===== config.mk =====
export PLATFORM = sky130hd
export DESIGN_NAME = mem_access_unit
export DESIGN_NICKNAME = d
export VERILOG_FILES = /design/src/rtl/mem_pkg.sv /design/src/rtl/mem_lane_fmt.sv /design/src/rtl/mem_access_unit.sv
export SDC_FILE = /design/constraint.sdc
export NUM_CORES = 1
export LEC_CHECK = 0
export ABC_AREA = 1
export CORE_ASPECT_RATIO = 1.2
export CORE_UTILIZATION = 40
export CTS_BUF_LIST = sky130_fd_sc_hd__clkbuf_8
export CTS_CLUSTER_SIZE = 10
export DETAILED_ROUTE_END_ITERATION = 16
export GPL_ROUTABILITY_DRIVEN = 1
export HOLD_SLACK_MARGIN = 0.06
export PLACE_DENSITY = 0.69
export SYNTH_ARGS = -nofsm -noshare
export SYNTH_HDL_FRONTEND = slang
export SYNTH_HIERARCHICAL = 1
export SYNTH_SLANG_ARGS = --single-unit

===== constraint.sdc =====
create_clock -name clk -period 6.1 [get_ports clk]
set_input_delay 1.83 -clock clk [delete_from_list [all_inputs] [get_ports clk]]
set_output_delay 1.83 -clock clk [all_outputs]
set_load 0.03 [all_outputs]

===== src/rtl/mem_pkg.sv =====
// mem_pkg: shared definitions for the memory access stage.
//   - access size encodings used on req_size
//   - FSM state encoding for mem_access_unit
//   - exception codes produced by the stage
//   - isMisaligned() helper, only consulted when MEM_MISALIGN_EXC_EN is defined
package mem_pkg;

  localparam logic [1:0] SZ_BYTE = 2'd0;
  localparam logic [1:0] SZ_HALF = 2'd1;
  localparam logic [1:0] SZ_WORD = 2'd2;

  localparam logic [7:0] EXC_NONE     = 8'h00;
  localparam logic [7:0] EXC_MISALIGN = 8'h84;

  typedef enum logic [1:0] {
    ST_IDLE = 2'd0,
    ST_BUSY = 2'd1,
    ST_DONE = 2'd2
  } state_t;

  // A byte can never be misaligned; size encoding 3 behaves like a word.
  function automatic logic isMisaligned(input logic [1:0] size, input logic [1:0] offset);
    logic result;
    case (size)
      SZ_BYTE: result = 1'b0;
      SZ_HALF: result = offset[0];
      default: result = (offset != 2'b00);
    endcase
    return result;
  endfunction

endpackage


===== src/rtl/mem_lane_fmt.sv =====
// mem_lane_fmt: combinational little-endian byte-lane formatter.
//   Store side: byte enables and lane-replicated write data from size/offset.
//   Load side : selects the addressed lane of a bus word and sign- or
//               zero-extends it to 32 bits.
// Ports:
//   size_i    access size (SZ_BYTE/SZ_HALF/SZ_WORD, 3 acts as word)
//   offset_i  low two address bits
//   signed_i  sign-extend sub-word loads
//   wdata_i   right-aligned store data
//   rdata_i   raw bus read word
//   be_o      byte enables for a store
//   wdata_o   lane-replicated store data
//   rdata_o   extracted and extended load data
module mem_lane_fmt
  import mem_pkg::*;
#(
  parameter int DATA_W = 32
) (
  input  logic [1:0]        size_i,
  input  logic [1:0]        offset_i,
  input  logic              signed_i,
  input  logic [DATA_W-1:0] wdata_i,
  input  logic [DATA_W-1:0] rdata_i,
  output logic [3:0]        be_o,
  output logic [DATA_W-1:0] wdata_o,
  output logic [DATA_W-1:0] rdata_o
);

  logic [7:0]  lane8;
  logic [15:0] lane16;

  // Lane selection ignores address bits below the access size, so a half
  // access only looks at offset_i[1].
  always_comb begin
    lane8  = rdata_i[7:0];
    lane16 = offset_i[1] ? rdata_i[31:16] : rdata_i[15:0];
    case (offset_i)
      2'd0:    lane8 = rdata_i[7:0];
      2'd1:    lane8 = rdata_i[15:8];
      2'd2:    lane8 = rdata_i[23:16];
      default: lane8 = rdata_i[31:24];
    endcase
  end

  // Size decides enables, replication and the extension width.
  always_comb begin
    be_o    = 4'b1111;
    wdata_o = wdata_i;
    rdata_o = rdata_i;
    case (size_i)
      SZ_BYTE: begin
        be_o    = 4'b0001 << offset_i;
        wdata_o = {4{wdata_i[7:0]}};
        rdata_o = {{24{signed_i & lane8[7]}}, lane8};
      end
      SZ_HALF: begin
        be_o    = offset_i[1] ? 4'b1100 : 4'b0011;
        wdata_o = {2{wdata_i[15:0]}};
        rdata_o = {{16{signed_i & lane16[15]}}, lane16};
      end
      default: begin
        be_o    = 4'b1111;
        wdata_o = wdata_i;
        rdata_o = rdata_i;
      end
    endcase
  end

endmodule


===== src/rtl/mem_access_unit.sv =====
// mem_access_unit: memory stage behind the TLB.
//   Accepts a translated physical address plus data-side exception code,
//   performs a byte/half/word load or store over a req/ack bus, stalls the
//   pipeline while the access is outstanding and returns extended load data
//   with a one-cycle resp_valid strobe. A nonzero exc_in turns the access into
//   a raw word read of the vector-table address.
// Configuration macro: MEM_MISALIGN_EXC_EN
//   defined   - misaligned half/word accesses skip the bus and report 8'h84
//   undefined - low address bits below the access size are ignored
// Ports:
//   clk, rst_n, clk_en                       clock, async active-low reset, enable
//   req_valid, req_write, req_size,
//   req_signed, paddr, exc_in, wdata         request from the pipeline
//   stall, resp_valid, rdata, exc_out        pipeline control and response
//   mem_req, mem_we, mem_addr, mem_wdata,
//   mem_be, mem_ack, mem_rdata               physical memory bus
module mem_access_unit
  import mem_pkg::*;
#(
  parameter int ADDR_W = 27,
  parameter int DATA_W = 32
) (
  input  logic              clk,
  input  logic              rst_n,
  input  logic              clk_en,
  input  logic              req_valid,
  input  logic              req_write,
  input  logic [1:0]        req_size,
  input  logic              req_signed,
  input  logic [ADDR_W-1:0] paddr,
  input  logic [7:0]        exc_in,
  input  logic [DATA_W-1:0] wdata,
  output logic              stall,
  output logic              resp_valid,
  output logic [DATA_W-1:0] rdata,
  output logic [7:0]        exc_out,
  output logic              mem_req,
  output logic              mem_we,
  output logic [ADDR_W-1:0] mem_addr,
  output logic [DATA_W-1:0] mem_wdata,
  output logic [3:0]        mem_be,
  input  logic              mem_ack,
  input  logic [DATA_W-1:0] mem_rdata
);

  state_t            state_q, state_d;
  logic              we_q, we_d;
  logic [ADDR_W-1:0] addr_q, addr_d;
  logic [DATA_W-1:0] wdata_q, wdata_d;
  logic [3:0]        be_q, be_d;
  logic [1:0]        size_q, size_d;
  logic [1:0]        offset_q, offset_d;
  logic              signed_q, signed_d;
  logic [7:0]        exc_q, exc_d;
  logic [DATA_W-1:0] rdata_q, rdata_d;

  logic [1:0]        fmtSize;
  logic [1:0]        fmtOffset;
  logic [3:0]        fmtBe;
  logic [DATA_W-1:0] fmtWdata;
  logic [DATA_W-1:0] fmtRdata;

  // The single formatter serves the incoming request while idle (store
  // lanes) and the registered request while busy (load extraction).
  assign fmtSize   = (state_q == ST_IDLE) ? req_size    : size_q;
  assign fmtOffset = (state_q == ST_IDLE) ? paddr[1:0]  : offset_q;

  mem_lane_fmt #(
    .DATA_W (DATA_W)
  ) u_lane_fmt (
    .size_i   (fmtSize),
    .offset_i (fmtOffset),
    .signed_i (signed_q),
    .wdata_i  (wdata),
    .rdata_i  (mem_rdata),
    .be_o     (fmtBe),
    .wdata_o  (fmtWdata),
    .rdata_o  (fmtRdata)
  );

  // Next-state logic: accept in IDLE, wait for ack in BUSY, one response
  // cycle in DONE. Requests seen in DONE belong to the departing op.
  always_comb begin
    state_d  = state_q;
    we_d     = we_q;
    addr_d   = addr_q;
    wdata_d  = wdata_q;
    be_d     = be_q;
    size_d   = size_q;
    offset_d = offset_q;
    signed_d = signed_q;
    exc_d    = exc_q;
    rdata_d  = rdata_q;
    case (state_q)
      ST_IDLE: begin
        if (req_valid) begin
          size_d   = req_size;
          offset_d = paddr[1:0];
          signed_d = req_signed;
          exc_d    = exc_in;
          addr_d   = {paddr[ADDR_W-1:2], 2'b00};
          wdata_d  = fmtWdata;
          state_d  = ST_BUSY;
          if (exc_in != EXC_NONE) begin
            // Vector fetch: always a full-word read, never a write.
            we_d = 1'b0;
            be_d = 4'b1111;
          end else begin
            we_d = req_write;
            be_d = req_write ? fmtBe : 4'b1111;
`ifdef MEM_MISALIGN_EXC_EN
            if (isMisaligned(req_size, paddr[1:0])) begin
              we_d    = 1'b0;
              exc_d   = EXC_MISALIGN;
              rdata_d = '0;
              state_d = ST_DONE;
            end
`endif
          end
        end
      end
      ST_BUSY: begin
        if (mem_ack) begin
          rdata_d = (exc_q != EXC_NONE) ? mem_rdata : fmtRdata;
          state_d = ST_DONE;
        end
      end
      ST_DONE: begin
        state_d = ST_IDLE;
      end
      default: begin
        state_d = ST_IDLE;
      end
    endcase
  end

  // Everything holds while clk_en is low, including an ack on the bus.
  always_ff @(posedge clk or negedge rst_n) begin
    if (!rst_n) begin
      state_q  <= ST_IDLE;
      we_q     <= 1'b0;
      addr_q   <= '0;
      wdata_q  <= '0;
      be_q     <= 4'b0000;
      size_q   <= SZ_BYTE;
      offset_q <= 2'b00;
      signed_q <= 1'b0;
      exc_q    <= EXC_NONE;
      rdata_q  <= '0;
    end else if (clk_en) begin
      state_q  <= state_d;
      we_q     <= we_d;
      addr_q   <= addr_d;
      wdata_q  <= wdata_d;
      be_q     <= be_d;
      size_q   <= size_d;
      offset_q <= offset_d;
      signed_q <= signed_d;
      exc_q    <= exc_d;
      rdata_q  <= rdata_d;
    end
  end

  // stall is combinational so the accept cycle already holds upstream;
  // gating with rst_n keeps it low for the whole reset window.
  assign stall      = rst_n & (((state_q == ST_IDLE) & req_valid) | (state_q == ST_BUSY));
  assign resp_valid = (state_q == ST_DONE);
  assign mem_req    = (state_q == ST_BUSY);
  assign mem_we     = we_q;
  assign mem_addr   = addr_q;
  assign mem_wdata  = wdata_q;
  assign mem_be     = be_q;
  assign rdata      = rdata_q;
  assign exc_out    = exc_q;

endmodule


; After elaboration in Yosys (flattened, before gate mapping)
; Cells that the tools add are included.
[totals]
regBits = 109
latch_bits = 0
ramBits = 0
rom_bits = 0
in_bits = 108
out_inout_bits = 107
elab_cells = 46
n_memories = 0
[op_classes]
addsub = 0
mul = 0
div_mod_pow = 0
n_lt_le_gt_ge = 0
n_eq_ne = 7
shift = 1
n_mux = 15
bitwise = 5
n_reduce_logical = 8
[op_table]
columns = operator, n
row1 = one-hot mux 32 bit (2 select lines), 2
row2 = two-way mux 32 bit, 1
row3 = one-hot mux 8 bit (3 select lines), 1
row4 = two-way mux 16 bit, 1
row5 = nonzero test 8 bit, 2
row6 = two-way mux 4 bit, 3
row7 = AND reduction 3 bit, 3
row8 = two-way mux 2 bit, 4
row9 = one-hot mux 4 bit (2 select lines), 1
row10 = equality test 2 x 1 -> 1 bit (second input constant), 3
row11 = zero test 2 bit, 3
row12 = AND 1 bit, 4
row13 = equality test 2 bit (second input constant), 2
row14 = one-hot mux 2 bit (2 select lines), 1
row15 = left shift 1 x 2 -> 4 bit (first input constant), 1
row16 = inequality test 2 x 1 -> 1 bit (second input constant), 1
row17 = inequality test 2 bit (second input constant), 1
row18 = two-way mux 1 bit, 1
row19 = OR 1 bit, 1

; Depth between registers and ports, before layout
; Gate-level depths: netlist (run 1).
[logic_depth]
ltp_word = 7
depth_mapped = 15
mapped_depth_nobuf = 14

; By module
; The synthesis (run 1) kept the hierarchy.
[by_module_without_submodules]
columns = module, instances, cells_per_inst, area_each_um2, seq_area_each_um2
row1 = mem_access_unit, 1, 607, 4893.4, 2727.6
row2 = mem_lane_fmt, 1, 238, 1206.2, 0.0

; Worst setup path before layout (run 1)
; No wires, ideal clock.
[synth_path]
kind = input -> output
start = input port req_valid
end = output port stall
t_arrival_ns = 2.651
required_time_ns = 4.270
slack_ns = 1.619
cell_stages = 2
path_buffers = 0
cell_sequence = nand2_1 a21boi_0
[synth_between]
elab_chain_len = 3
[synth_rtl]
columns = element, line_no
row1 = start: declaration, mem_access_unit.sv:26  ; input logic req_valid,
row2 = AND 1 bit, mem_access_unit.sv:166  ; assign stall = rst_n & (((state_q == ST_IDLE) & req_valid) | (state_q == ST_BUSY));
row3 = OR 1 bit, mem_access_unit.sv:166
row4 = AND 1 bit, mem_access_unit.sv:166
row5 = end: declaration, mem_access_unit.sv:33  ; output logic stall,
; Every way passes these cells.

; Worst setup path after layout (run 1)
; Ends and elaborated chain as after synthesis.

==> run_results.csv, run 1 <==
group,metric,value,unit
floorplan,chipHeight,137,microns
global_route,grt_max_degree,76,
route,remaining_drc_errors,0,
floorplan,die_area,0.0157,sq mm
power_and_ir_drop,power_density,431,mW/mm^2
floorplan,placementRows,49,
clock_network,clk_pin_slew,100,ps
global_route,antenna_found_initial,0,
yosys,postSynthAreaPerCell,7.22,sq um
placed_design,port_buffers,212,
floorplan,start_util,0.408,
sta,setup_viol_count_final,0,
layout,area_delta_synth_final,38.2,%
clock_network,cts_hold_buf,0,
worst_setup_path,cp-end-kind,"output pin",
clock_network,clockRootBuffer,"clkbuf_8",
floorplan,io_pins,215,
power_and_ir_drop,power.leakage,0.00420,uW
clock_network,cts_setup_buffers,0,
sta,skew,17.6,ps
min_path,min_to,"mem_addr[15]",
sta,hold_viol,0,
route,routed_via_density,4.78,
worst_setup_path,path_max_fanout,2,
sta,fin_hold_ws,477,ps
sta,rsz0062_at_grt,"false",
worst_setup_path,r2r_end,"rdata[9]",
worst_setup_path,r2r_slack,3230,ps
global_route,grt_util_all_layers,0.230,
sta,slew_headroom,0.358,
min_path,hold_depth,2,
clock_network,cts.sinks,109,
worst_setup_path,reg2reg_depth,13,
yosys,async_reset_ff_frac,1.00,
min_path,hold_path.class,"register to register",
status,status,"finished clean",
route,drt-pass1-iter-count,5,
layout,fin_nets,1135,
clock_network,htree_levels,3,
yosys,synth_warnings,6,
yosys,netlist_instances,845,
floorplan,core_region_area,0.0150,sq mm
route,route.vias.total,5910,
route,drt_wl_total,17800,microns
worst_setup_path,start_kind,"input pin",
global_route,grt_pass1_wl,27600,microns
power_and_ir_drop,ir_drop,0.000215,V
sta,setup_tns,0,ps
layout,diodes,0,
clock_network,cts_buffers,9,
run,maxCapViolCount,0,
layout,drive_above_1_share,0.0581,
yosys,synthFlopType,"dfrtp_1",
sta,fin_crit_sh,0.835,
worst_setup_path,crit_arrival,3260,ps
placed_design,dp_hpwl,12400,microns
clock_network,cts_max_path_buffers,2,
sta,fmax,196,MHz
sta,worst_pin_slew,962,ps
yosys,yosysUniqueCellTypes,29,
yosys,yosysSeqAreaShare,0.447,
route,first_iter_violations,338,
worst_setup_path,cp.required,4270,ps
floorplan,die_w,115,microns
global_route,grt_pass1_vias,5284,
clock_network,post_cts_resize_count,0,
yosys,ys_seq_elements,109,
min_path,min_from,"mem_addr[15]",
route,ant_nets,0,
clock_network,cts_tree,"built",
yosys,syn_area,0.00610,sq mm
sta,min_period,5090,ps
sta,final_max_slew_viol_count,0,
worst_setup_path,critPathKind,"input pin to output pin",
route,wire_per_inst,14.4,microns
worst_setup_path,r2r_start,"state_q[1]",
placed_design,gp_congestion,0.861,
yosys,synth_edf_count,0,
global_route,grt_overflow_total,0,
clock_network,worstSkewPairLatency,400,ps
## registers in the layout (all words and copies together) (netlist names)
name       cells
mem_we         1
signed_q       1
size_q         2
exc_out        8
state_q        2
offset_q       2
mem_addr      25
mem_be         4
mem_wdata     32
rdata         32
## per-layer routing
layer	vias to the layer above	routed length (microns)	GRT usage
met1	2715	7490	0.282
met4	0	424	0.0974
met5	-	0	0
li1	2979	-	-
met2	193	8710	0.389
met3	23	1140	0.0510
## power by group
part	internal (uW)	total (uW)	switching, uW
Clock	197	466	269
Combinational	769	2000	1230
Sequential	998	1170	168
Total	1960	3630	1670
## synthesized netlist by cell type (4+ instances only)
library cell	n	share of area
o211ai_1	4	0.0049
nor2_4	4	0.0074
inv_2	6	0.0037
o21ai_0	10	0.0082
nand2_1	442	0.27
clkbuf_1	8	0.0049
buf_2	20	0.016
o21ai_1	7	0.0057
dfrtp_1	109	0.45
o21bai_1	32	0.039
buf_4	12	0.015
nand3_1	86	0.071
buf_6	11	0.020
nor2_1	17	0.010
inv_1	51	0.031
nand3_2	10	0.016
## kinds of logic after synthesis
logic type,share of synthesized area
buffers and inverters,0.0937
AO/OA/AOI/OAI,0.0617
flip-flops,0.447
AND/OR/NAND/NOR,0.397
other,0.000615
## stage by stage
step | std cells | instance area [sq um] | total power, uW | util | setup slack, ps
final | 1236 | 8430 | 3630 | 0.563 | 1010
after global routing | 1236 | 8430 | 3860 | 0.563 | 962
after floorplan | 846 | 6100 | 2370 | - | 1620
after detailed placement | 1220 | 8220 | 3180 | 0.550 | 1010
after global placement | 1220 | 8220 | 3170 | 0.550 | 1010
after CTS | 1236 | 8430 | 3660 | 0.563 | 999
## final cells by class
class	count	area [sq um]
clock buffer	9	124
clock inverter	7	80.1
fill	1513	6530
inverter	58	220
multi-input combinational	626	2820
sequential	109	2730
tap	204	255
timing repair buffer	223	2200
## how the worst max path moves through the flow
| stage | startpoint | to | slack [ps] | cells past startpoint |
|---|---|---|---|---|
| 3_3_place_gp | req_valid | stall | 1010 | 4 |
| 4_1_cts | req_valid | stall | 1000 | 4 |
| 3_5_place_dp | req_valid | stall | 1010 | 4 |
| 2_1_floorplan | req_valid | stall | 1620 | 2 |
| 6_report | req_valid | stall | 1010 | 4 |
| 5_1_grt | req_valid | stall | 960 | 4 |
## cells in the final DEF, fill, tap and decap left out, drive strengths merged
cell / instances
o211ai: 4
o21bai: 32
nand3: 98
o21ai: 18
clkdlybuf4s50: 211
dfrtp: 109
a21oi: 1
clkbuf: 9
clkinv: 1
bufinv: 1
conb: 2
buf: 12
nor3: 1
nand2: 444
inv: 63
or2: 1
nor2: 24
a21boi: 1
## worst max-delay path, stage by stage
cell	delay (ps)
clkdlybuf4s50_1	450
nand2_1	90
a21boi_0	190
clkdlybuf4s50_1	690
Note: power is estimated with default switching activity, not from simulation.
==> run 2, diff against run 1 <==
--- a/config.mk
+++ b/config.mk
@@ -13,7 +13,7 @@
 export DETAILED_ROUTE_END_ITERATION = 16
 export GPL_ROUTABILITY_DRIVEN = 1
 export HOLD_SLACK_MARGIN = 0.06
-export PLACE_DENSITY = 0.69
+export PLACE_DENSITY = 0.72
 export SYNTH_ARGS = -nofsm -noshare
 export SYNTH_HDL_FRONTEND = slang
 export SYNTH_HIERARCHICAL = 1
==> constraint.sdc (replaced) <==
create_clock -name clk -period 4.46 [get_ports clk]
set_input_delay 1.338 -clock clk [delete_from_list [all_inputs] [get_ports clk]]
set_output_delay 1.338 -clock clk [all_outputs]
set_load 0.03 [all_outputs]
==> run 2 against run 1 <==
Compared with the run above: via count fell by 1.6%; die area stayed put; total power increased by 35%; sequential share of layout area about the same; critical path depth did not move; non-clock buffer count up 2; global-route usage is 0.29 points higher; combinational power is 37% higher; clock power increased by 25%; first-iteration DRC count grew 18%; register-to-register slack got worse by 1400 ps; highest routed layer unchanged.
==> run_results.csv, run 2 (same netlist as run 1, synthesis figures left out) <==
group,metric,value,unit
layout,layout_commonest_cell,"nand2_1",
floorplan,core_region_area,0.0150,sq mm
sta,min_period,3630,ps
power_and_ir_drop,combPwrFrac,0.558,
route,drt_wl_total,17600,microns
floorplan,chipHeight,137,microns
sta,fin_crit_sh,0.815,
floorplan,io_pins,215,
layout,area_delta_synth_final,38.0,%
global_route,grt_util_met1,0.279,
layout,fin_nets,1137,
clock_network,cts_hold_buf,0,
layout,diodes,0,
clock_network,cts_buffers,9,
global_route,grt.busiest_layer,"met2",
power_and_ir_drop,switchingPower,2270,uW
placed_design,gp_congestion,0.896,
clock_network,cts_tree,"built",
power_and_ir_drop,clkPwrFrac,0.118,
sta,slew_headroom,0.457,
clock_network,cts.sinks,109,
layout,fillers,1498,
clock_network,worstSkewPairLatency,390,ps
route,wire_per_inst,14.3,microns
route,drt-pass1-iter-count,5,
route,first_iter_violations,399,
min_path,hold_path.class,"register to register",
route,routed_via_density,4.70,
run,maxCapViolCount,0,
power_and_ir_drop,power.leakage,0.00419,uW
layout,layout_common_cells,"nand2_1 (442), clkdlybuf4s50_1 (210), dfrtp_1 (109)",
layout,final_core_util,0.563,
sta,fmax,275,MHz
worst_setup_path,start_kind,"input pin",
sta,hold_viol,0,
power_and_ir_drop,p_int,2640,uW
sta,rsz0062_at_grt,"false",
clock_network,clockRootBuffer,"clkbuf_8",
sta,worst_pin_slew,812,ps
status,status,"finished clean",
global_route,grt_max_degree,70,
sta,final_max_slew_viol_count,0,
clock_network,cts_setup_buffers,0,
worst_setup_path,critPathKind,"input pin to output pin",
clock_network,htree_levels,3,
clock_network,cts_max_path_buffers,2,
global_route,grt_overflow_total,0,
floorplan,die_area,0.0157,sq mm
global_route,antenna_found_initial,0,
floorplan,die_w,115,microns
route,remaining_drc_errors,0,
floorplan,start_util,0.408,
power_and_ir_drop,power_density,584,mW/mm^2
global_route,grt_pass1_wl,28000,microns
sta,setup_tns,0,ps
floorplan,placementRows,49,
worst_setup_path,path_max_fanout,2,
clock_network,post_cts_resize_count,0,
worst_setup_path,crit_arrival,2300,ps
global_route,met2_usage,0.396,
worst_setup_path,cp.required,3120,ps
placed_design,port_buffers,212,
worst_setup_path,cp-end-kind,"output pin",
sta,setup_viol_count_final,0,
power_and_ir_drop,pwr-share-seq,0.324,
clock_network,clk_pin_slew,100,ps
global_route,grt_pass1_vias,5444,
route,ant_nets,0,
layout,drive_above_1_share,0.0610,
power_and_ir_drop,ir_drop,0.000312,V
global_route,grtUsageMet3,0.0510,
global_route,grt_util_all_layers,0.232,
power_and_ir_drop,swShare,0.462,
sta,skew,17.4,ps
placed_design,dp_hpwl,12600,microns
route,route.vias.total,5817,
-- run 2: changes by cell type in the layout (fill, tap and decap cells not counted), sizes merged --
cell | previous run | this run
clkbuf | 9 | 10
bufinv | 1 | 0
buf | 12 | 15
clkdlybuf4s50 | 211 | 210
clkinvlp | 0 | 1
inv | 63 | 61
-- run 2: worst max-delay path, cell delays in order --
cell	delay [ps]
clkdlybuf4s50_1	460
nand2_1	100
a21boi_0	210
buf_4	190
-- run 2: power by group through the flow --
stage	combinational, uW	sequential, uW	clock, uW
after floorplan	914	2320	0
after global placement	2730	1600	0
after detailed placement	2760	1610	0
after CTS	2760	1590	605
after global routing	2970	1640	641
final	2740	1590	581
-- run 2: cell type report --
class	count	area (sq um)	area share
Multi-Input combinational cell	626	2820	0.335
Inverter	58	220	0.0262
Clock inverter	5	42.5	0.00506
Timing Repair Buffer	225	2210	0.263
Clock buffer	10	138	0.0164
Sequential cell	109	2730	0.324
Tap cell	204	255	0.0303
-- run 2: metal layers --
| layer | wire length (microns) | vias up |
|---|---|---|
| li1 | - | 2968 |
| met1 | 7190 | 2607 |
| met2 | 8580 | 211 |
| met3 | 1300 | 31 |
| met4 | 566 | 0 |
| met5 | 0 | - |
-- run 2: final timing paths --
| path | slack, ps | end | cells past startpoint | start |
|---|---|---|---|---|
| setup / recovery | 830 | stall | 4 | req_valid |
| min in group asynchronous | 1090 | rdata[25] | 2 | rst_n |
| setup reg to reg | 1830 | rdata[11] | 14 | state_q[1] |
| hold / removal | 480 | mem_addr[11] | 2 | mem_addr[11] |
| max in group asynchronous | 2130 | rdata[13] | 3 | rst_n |
| hold reg to reg | 480 | mem_addr[11] | 2 | mem_addr[11] |
-- run 2: per-stage QoR --
stage	cells	hold slack, ps	worst slack (ps)	area (sq um)	total power, uW
after CTS	1237	483	812	8420	4960
after global placement	1222	453	870	8240	4330
after detailed placement	1222	457	819	8240	4360
final	1237	479	827	8420	4910
after global routing	1237	498	768	8420	5250
after floorplan	846	459	963	6100	3240
==> run 3, diff against run 2 <==
--- a/config.mk
+++ b/config.mk
@@ -13,7 +13,7 @@
 export DETAILED_ROUTE_END_ITERATION = 16
 export GPL_ROUTABILITY_DRIVEN = 1
 export HOLD_SLACK_MARGIN = 0.06
-export PLACE_DENSITY = 0.72
+export PLACE_DENSITY = 0.69
 export SYNTH_ARGS = -nofsm -noshare
 export SYNTH_HDL_FRONTEND = slang
 export SYNTH_HIERARCHICAL = 1
==> constraint.sdc (replaced) <==
create_clock -name clk -period 3.71 [get_ports clk]
set_input_delay 1.113 -clock clk [delete_from_list [all_inputs] [get_ports clk]]
set_output_delay 1.113 -clock clk [all_outputs]
set_load 0.03 [all_outputs]
==> run 3 against run 2 <==
Compared with the run above: sequential share of layout area is 0.063 points lower; largest power group unchanged; highest routed layer unchanged; wire length hardly changed; register-to-register slack worse by 690 ps; final area is 0.19% higher.
==> run_results.csv, run 3 (same netlist as run 1, synthesis figures left out) <==
group,metric,value,unit
min_path,min_from,"mem_addr[5]",
layout,layout_common_cells,"nand2_1 (442), clkdlybuf4s50_1 (210), dfrtp_1 (109)",
floorplan,chipHeight,137,microns
floorplan,start_util,0.408,
worst_setup_path,start_kind,"input pin",
worst_setup_path,critPathKind,"input pin to output pin",
worst_setup_path,reg2reg_depth,14,
worst_setup_path,crit_arrival,2030,ps
placed_design,pre_cts_ws,392,ps
clock_network,cts_buffers,9,
sta,min_period,3140,ps
floorplan,die_area,0.0157,sq mm
placed_design,postPlaceCellArea,0.00825,sq mm
power_and_ir_drop,power.leakage,0.00421,uW
floorplan,die_w,115,microns
sta,slew_headroom,0.455,
global_route,antenna_found_initial,0,
worst_setup_path,cp-end-kind,"output pin",
sta,fin_crit_sh,0.847,
route,ant_nets,0,
min_path,min_to,"mem_addr[5]",
worst_setup_path,r2r_slack,1140,ps
sta,fin_ws,568,ps
layout,layout_commonest_cell,"nand2_1",
global_route,grt_pass1_vias,5485,
worst_setup_path,r2r_end,"rdata[12]",
power_and_ir_drop,power_density,700,mW/mm^2
sta,worst_pin_slew,818,ps
sta,setup_viol_count_final,0,
route,route.vias.total,5873,
min_path,hold_path.class,"register to register",
clock_network,htree_levels,3,
sta,final_max_slew_viol_count,0,
placed_design,gp_congestion,0.874,
layout,drive_above_1_share,0.0637,
sta,fmax,318,MHz
layout,area_delta_synth_final,38.2,%
route,remaining_drc_errors,0,
placed_design,port_buffers,212,
clock_network,clk_pin_slew,100,ps
layout,fin_cells,1240,
layout,multi_input_area,0.00282,sq mm
min_path,hold_depth,2,
layout,seqCellArea,0.00273,sq mm
route,drt_wl_total,17600,microns
clock_network,clockRootBuffer,"clkbuf_8",
global_route,grt_overflow_total,0,
clock_network,worstSkewPairLatency,390,ps
floorplan,io_pins,215,
placed_design,place_inst,1224,
clock_network,cts_setup_buffers,0,
clock_network,cts_tree,"built",
layout,final_cell_area,0.00843,sq mm
floorplan,core_region_area,0.0150,sq mm
global_route,grt_max_degree,64,
floorplan,placementRows,49,
worst_setup_path,r2r_start,"state_q[1]",
route,wire_per_inst,14.2,microns
route,first_iter_violations,231,
sta,skew,14.7,ps
layout,final_core_util,0.564,
power_and_ir_drop,ir_drop,0.000387,V
run,maxCapViolCount,0,
route,routed_via_density,4.74,
clock_network,cts.sinks,109,
layout,fillers,1519,
route,drt-pass1-iter-count,4,
global_route,grt_util_all_layers,0.230,
clock_network,post_cts_resize_count,0,
clock_network,cts_hold_buf,0,
worst_setup_path,path_max_fanout,2,
sta,hold_viol,0,
status,status,"finished clean",
sta,setup_tns,0,ps
clock_network,cts_max_path_buffers,2,
sta,rsz0062_at_grt,"false",
placed_design,dp_hpwl,12700,microns
global_route,grt_pass1_wl,27800,microns
worst_setup_path,cp.required,2600,ps
layout,diodes,0,
layout,fin_nets,1139,
## run 3: cell types whose count changed in the layout (fill, tap and decap cells not counted), sizes merged
cell,before,now
clkinv,1,2
buf,15,17
## run 3: cell type report
type,instances,share of cell area
multi-input cells,626,0.334
flip-flops and latches,109,0.323
repair buffers,227,0.264
well taps,204,0.0303
inverters,58,0.0261
clock buffers,10,0.0163
clock inverters,6,0.00519
## run 3: worst max-delay path: stages
cell	delay, ps
clkdlybuf4s50_1	450
nand2_1	90
a21boi_0	190
buf_4	180
## run 3: worst max-delay path by stage
stage | startpoint | endpoint | slack (ps)
floorplan | req_valid | stall | 660
global placement | paddr[1] | rdata[21] | 430
detailed placement | paddr[1] | rdata[8] | 390
CTS | req_valid | stall | 560
global route | req_valid | stall | 540
finish | req_valid | stall | 570
## run 3: metrics by stage
step                power (uW)  hold WS (ps)
finish                    5900           477
global route              6290           495
CTS                       5960           483
detailed placement        5250           458
global placement          5220           453
floorplan                 3890           459
## run 3: per-layer routing
| metal | GRT usage | part of all wire | vias to the layer above |
|---|---|---|---|
| met2 | 0.390 | 0.48 | 196 |
| met1 | 0.273 | 0.42 | 2659 |
| met4 | 0.110 | 0.031 | 0 |
| met5 | 0 | 0 | - |
| met3 | 0.0572 | 0.072 | 33 |
| li1 | - | - | 2985 |
## run 3: power breakdown
group | total (uW) | internal (uW) | switching, uW | leakage (uW)
Sequential | 1920 | 1640 | 274 | 0.00136
Combinational | 3290 | 1270 | 2010 | 0.00275
Clock | 700 | 268 | 432 | 0.0000935
